**src/rtl/spi_cmd_pkg.sv**
```systemverilog
// Shared command-byte layout and decoder state encoding for the SPI
// instruction decoder.
//   CMD_RW_BIT   : command bit selecting write (1) or read (0)
//   CMD_HL_BIT   : command bit selecting high (1) or low (0) register byte
//   CMD_ADDR_MSB : top bit of the register address field
//   state_t      : decoder phase, S_CMD (expect command) / S_DATA (expect data)
//   RD_IDLE_BYTE : value on MISO whenever no read data is being returned
package spi_cmd_pkg;

  localparam int CMD_RW_BIT   = 7;
  localparam int CMD_HL_BIT   = 6;
  localparam int CMD_ADDR_MSB = 5;

  typedef enum logic {
    S_CMD  = 1'b0,
    S_DATA = 1'b1
  } state_t;

  localparam logic [7:0] RD_IDLE_BYTE = 8'h00;

endpackage

```
**src/rtl/spi_instr_decoder.sv**
```systemverilog
// Turns the SPI byte bridge's byte stream into 2-byte register transactions
// (command byte, then data byte) and returns read data on MISO.
//
// state  | meaning
// S_CMD  | next accepted byte is a command byte
// S_DATA | next byte is the data byte of the latched command
//
// Ports
//   i_clk        peripheral clock (shared with the bridge)
//   i_rst        synchronous active-high reset
//   i_cs_n       chip select, already in the clk domain
//   i_byte_sync  1-clk pulse: i_data_in holds a complete byte
//   i_data_in    received byte
//   o_data_out   byte presented to the bridge for MISO
//   o_reg_addr   register address
//   o_byte_sel   0 = low byte, 1 = high byte
//   o_write      1-clk write strobe
//   o_data_write write data, valid while o_write=1
//   o_read       1-clk read strobe
//   i_data_read  register file read data, combinational from addr/byte_sel
module spi_instr_decoder
  import spi_cmd_pkg::*;
#(
  parameter int ADDR_W   = 6,
  parameter int MAX_ADDR = 63
) (
  input  logic              i_clk,
  input  logic              i_rst,
  input  logic              i_cs_n,
  input  logic              i_byte_sync,
  input  logic [7:0]        i_data_in,
  output logic [7:0]        o_data_out,
  output logic [ADDR_W-1:0] o_reg_addr,
  output logic              o_byte_sel,
  output logic              o_write,
  output logic [7:0]        o_data_write,
  output logic              o_read,
  input  logic [7:0]        i_data_read
);

  state_t            r_state;
  logic [ADDR_W-1:0] r_addr;
  logic              r_byte_sel;
  logic              r_rw;
  logic              r_write;
  logic              r_read;
  logic              r_load;
  logic [7:0]        r_data_write;
  logic [7:0]        r_data_out;
  logic              w_in_range;

  // Widened compare so the check stays meaningful when MAX_ADDR covers the
  // whole address field.
  assign w_in_range = (32'(r_addr) <= MAX_ADDR);

  always_ff @(posedge i_clk) begin
    if (i_rst) begin
      r_state      <= S_CMD;
      r_addr       <= '0;
      r_byte_sel   <= 1'b0;
      r_rw         <= 1'b0;
      r_write      <= 1'b0;
      r_read       <= 1'b0;
      r_load       <= 1'b0;
      r_data_write <= 8'h00;
      r_data_out   <= RD_IDLE_BYTE;
    end else begin
      r_write <= 1'b0;
      r_read  <= 1'b0;
      // r_load trails the read strobe by one cycle so the register file has
      // a full cycle to settle on the new address before data_out samples it.
      r_load  <= r_read;
      case (r_state)
        S_CMD: begin
          if (i_byte_sync && !i_cs_n) begin
            r_addr     <= i_data_in[ADDR_W-1:0];
            r_byte_sel <= i_data_in[CMD_HL_BIT];
            r_rw       <= i_data_in[CMD_RW_BIT];
            r_read     <= ~i_data_in[CMD_RW_BIT];
            r_state    <= S_DATA;
          end
        end
        S_DATA: begin
          if (i_byte_sync) begin
            // cs_n rising in this same cycle is handled next cycle in S_CMD,
            // where the byte_sync-less cs_n=1 simply idles.
            if (r_rw && w_in_range) begin
              r_write      <= 1'b1;
              r_data_write <= i_data_in;
            end
            r_data_out <= RD_IDLE_BYTE;
            r_load     <= 1'b0;
            r_state    <= S_CMD;
          end else if (i_cs_n) begin
            r_data_out <= RD_IDLE_BYTE;
            r_load     <= 1'b0;
            r_state    <= S_CMD;
          end else if (r_load) begin
            r_data_out <= w_in_range ? i_data_read : RD_IDLE_BYTE;
          end
        end
        default: r_state <= S_CMD;
      endcase
    end
  end

  assign o_data_out   = r_data_out;
  assign o_reg_addr   = r_addr;
  assign o_byte_sel   = r_byte_sel;
  assign o_write      = r_write;
  assign o_data_write = r_data_write;
  assign o_read       = r_read;

endmodule

```
**config.mk**
```make
export PLATFORM = sky130hd
export DESIGN_NAME = spi_instr_decoder
export DESIGN_NICKNAME = d
export VERILOG_FILES = /design/src/rtl/spi_cmd_pkg.sv /design/src/rtl/spi_instr_decoder.sv
export SDC_FILE = /design/constraint.sdc
export NUM_CORES = 1
export LEC_CHECK = 0
export ABC_AREA = 1
export CAP_MARGIN = 15
export CORE_UTILIZATION = 37
export CTS_CLUSTER_DIAMETER = 100
export DETAILED_ROUTE_END_ITERATION = 10
export PLACE_DENSITY_LB_ADDON = 0.15
export SETUP_SLACK_MARGIN = 0.2
export SLEW_MARGIN = 20
export SYNTH_ARGS = -nofsm -noshare
export SYNTH_HDL_FRONTEND = slang
export SYNTH_SLANG_ARGS = --single-unit
```
**constraint.sdc**
```tcl
create_clock -name i_clk -period 0.9 [get_ports i_clk]
set_input_delay 0.225 -clock i_clk [delete_from_list [all_inputs] [get_ports i_clk]]
set_output_delay 0.225 -clock i_clk [all_outputs]
set_load 0.01 [all_outputs]
```
==> metrics.yaml, run 1 <==
worstSetupPathType: "register to primary output"
fin_crit_sh: 1.16
layout_min_cycle_time_ns: 1.04
clockRootBuffer: "clkbuf_4"
cts_max_path_buffers: 2
row_count: 18
grt_overflow: 0
wirelength_um: 3350
hold_violations: 0
maxSlewViolCount: 0
crit_family: "flip-flops"
layoutNonFillerInstCount: 223
grt_pass1_vias: 1099
first_pass_iters: 4
synth_top_area_frac: 0.537
crit_chain: "buf_6"
timing.rr.end: "o_data_write[7]$_SDFFE_PP0P_"
holdBufCountCts: 0
worst_slew_pin_slew_ns: 0.201
violations: "setup timing"
fin_setup_tns_ns: -4.67
finClkSkew_ns: 0.00890
slew_headroom: 0.866
critical-path-slowest-cell: "dfxtp_2"
cp_data_required_time_ns: 0.67
die_y_um: 55.1
cts_buffers: 3
cts_tree: "yes"
rsz0062_at_grt: "true"
ys_ff_latch: 28
worst_ir_drop_vdd_mv: 1.01
clk_pin_slew_ns: 0.16
dieArea_um2: 3040
worstHoldStart: "i_cs_n"
cpPeakStageDelay_ns: 0.38
num-fill-cells: 172
cp_max_fo: 2
vias: 1164
synth_warnings: 0
yosysSeqAreaShare: 0.537
worst_setup_path_end_kind: "primary output"
startpoint_type: "register"
h-tree-depth: 1
multiInputGateArea_um2: 557
timing.rr.start: "r_state$_SDFF_PP0_"
chipWidth_um: 55.1
place_inst: 205
status: "finished with violations"
antenna_found_initial: 0
wire_per_inst_um: 15.0
final-seq-area_um2: 596
antennaDiodeCount: 0
worst_slack_ns: -0.140
fmax_mhz: 961
clk_latency_ns: 0.33
dpl_worst_slack_ns: -0.539
syn_area_um2: 1040
drive_gt1_frac: 0.554
nets: 214
yosys-top-cells-area: "dfxtp_1, a21oi_1, nand4_1, nand2_1, nand3_1"
syn_nets: 143
syn_area_per_cell_um2: 8.48
finalSetupViolCount: 45
holdPathEnd: "o_data_out[0]$_SDFFE_PP0P_"
initial_core_util: 0.406
vias_per_cell: 5.22
ys_types: 18
cap_violations: 0
holdPathStages: 4
static-leakage-power_nw: 0.768
critPathBufInv: 1
io_buffers: 44
hold_class: "input port to register"
synthCells: 123
dp_hpwl_um: 1950
reg2regPathDepth: 5
drc: 0
io_pins: 45
reg2reg_slack_ns: -0.14
synth_top_area_cell: "dfxtp_1"
place_congestion: 0.748
clock-sinks: 28
core-area_um2: 2570
antenna_left: 0
grt_pass1_wl_um: 4940
cp_data_arrival_time_ns: 0.82
grt_max_degree: 29
drtIter0Drc: 26
track_usage: 0.232
powerDensity_nw_per_um2: 1200
area_growth_syn_to_layout_pct: 91.5
## Yosys cell counts, drive strengths merged
master,n
nor3,1
nor2,3
nand2,27
o21ai,1
inv,3
nand4,16
buf,5
clkbuf,3
dfxtp,28
nand3,11
a21oi,25
## stage by stage
step	power (mW)	hold slack, ns	utilization	area, um^2
floorplan	1.43	0.304	-	1100
global placement	1.60	0.445	0.649	1670
detailed placement	1.60	0.457	0.649	1670
CTS	2.37	0.411	0.758	1950
global route	2.49	0.288	0.778	2000
finish	2.41	0.282	0.778	2000
## logic make-up after synthesis
group / count (synthesis) / share of synthesized area
buffers and inverters: 11 / 0.0515
flip-flops: 28 / 0.537
AND/OR/NAND/NOR: 58 / 0.276
AO/OA/AOI/OAI: 26 / 0.135
## cell usage in the layout, fill, tap and decap left out, drive strengths merged
master,Yosys,routed
nand4,16,16
clkbuf,3,5
dfxtp,28,28
dlygate4sd2,0,1
nand2,27,27
nor2,3,3
o21ai,1,2
inv,3,4
nor3,1,1
buf,5,51
nand3,11,13
clkdlybuf4s50,0,17
a21oi,25,25
## layer usage
metal  share of wire  vias up  wire [um]  global-route usage
met3           0.040        6        134              0.0301
met4           0.014        0         46               0.108
met2            0.55       36       1840               0.428
met5               0        -          0                   0
met1            0.40      542       1330               0.261
li1                -      580          -                   -
## area by class of cell
cell class	instances	share of cell area
Multi-Input combinational cell	87	0.279
Sequential cell	28	0.298
Timing Repair inverter	1	0.00438
Clock buffer	4	0.0238
Timing Repair Buffer	70	0.368
Tap cell	30	0.0188
Inverter	3	0.00814
## how the worst max path moves through the flow
stage / end / slack, ns / start / cells past startpoint
global placement: o_read$_SDFF_PP0_ / -0.48 / i_cs_n / 5
finish: o_data_out[0] / -0.14 / o_data_out[0]$_SDFFE_PP0P_ / 1
floorplan: o_data_out[5]$_SDFFE_PP0P_ / 0.06 / r_state$_SDFF_PP0_ / 4
detailed placement: o_data_out[0]$_SDFFE_PP0P_ / -0.54 / i_byte_sync / 5
CTS: o_data_out[7] / -0.13 / o_data_out[7]$_SDFFE_PP0P_ / 1
global route: o_data_write[7]$_SDFFE_PP0P_ / -0.18 / r_state$_SDFF_PP0_ / 5
## where the power goes
| group | internal, mW | leakage (nW) | switching, mW | total (mW) |
|---|---|---|---|---|
| clock network | 0.340 | 0.0261 | 0.383 | 0.723 |
| logic | 0.218 | 0.502 | 0.176 | 0.394 |
| registers | 1.26 | 0.240 | 0.0263 | 1.29 |
| total | 1.82 | 0.768 | 0.586 | 2.41 |
## what timing repair did
action | CTS | global route
resized for setup | 167 | 12
gates cloned | 5 | 0
setup endpoints to repair | 53 | 53
buffers inserted | 6 | 3
pin swaps | 24 | 15
endpoints found under the hold margin | 0 | 0
(Power assumes the default switching activity.)
==> inputs of run 2 (changes only) <==
--- a/config.mk
+++ b/config.mk
@@ -8,7 +8,7 @@
 export ABC_AREA = 1
 export CAP_MARGIN = 15
 export CORE_UTILIZATION = 37
-export CTS_CLUSTER_DIAMETER = 100
+export CTS_CLUSTER_DIAMETER = 200
 export DETAILED_ROUTE_END_ITERATION = 10
 export PLACE_DENSITY_LB_ADDON = 0.15
 export SETUP_SLACK_MARGIN = 0.2
==> results of run 2 <==
Same layout as run 1: the final DEF is identical, and so are final timing and power.
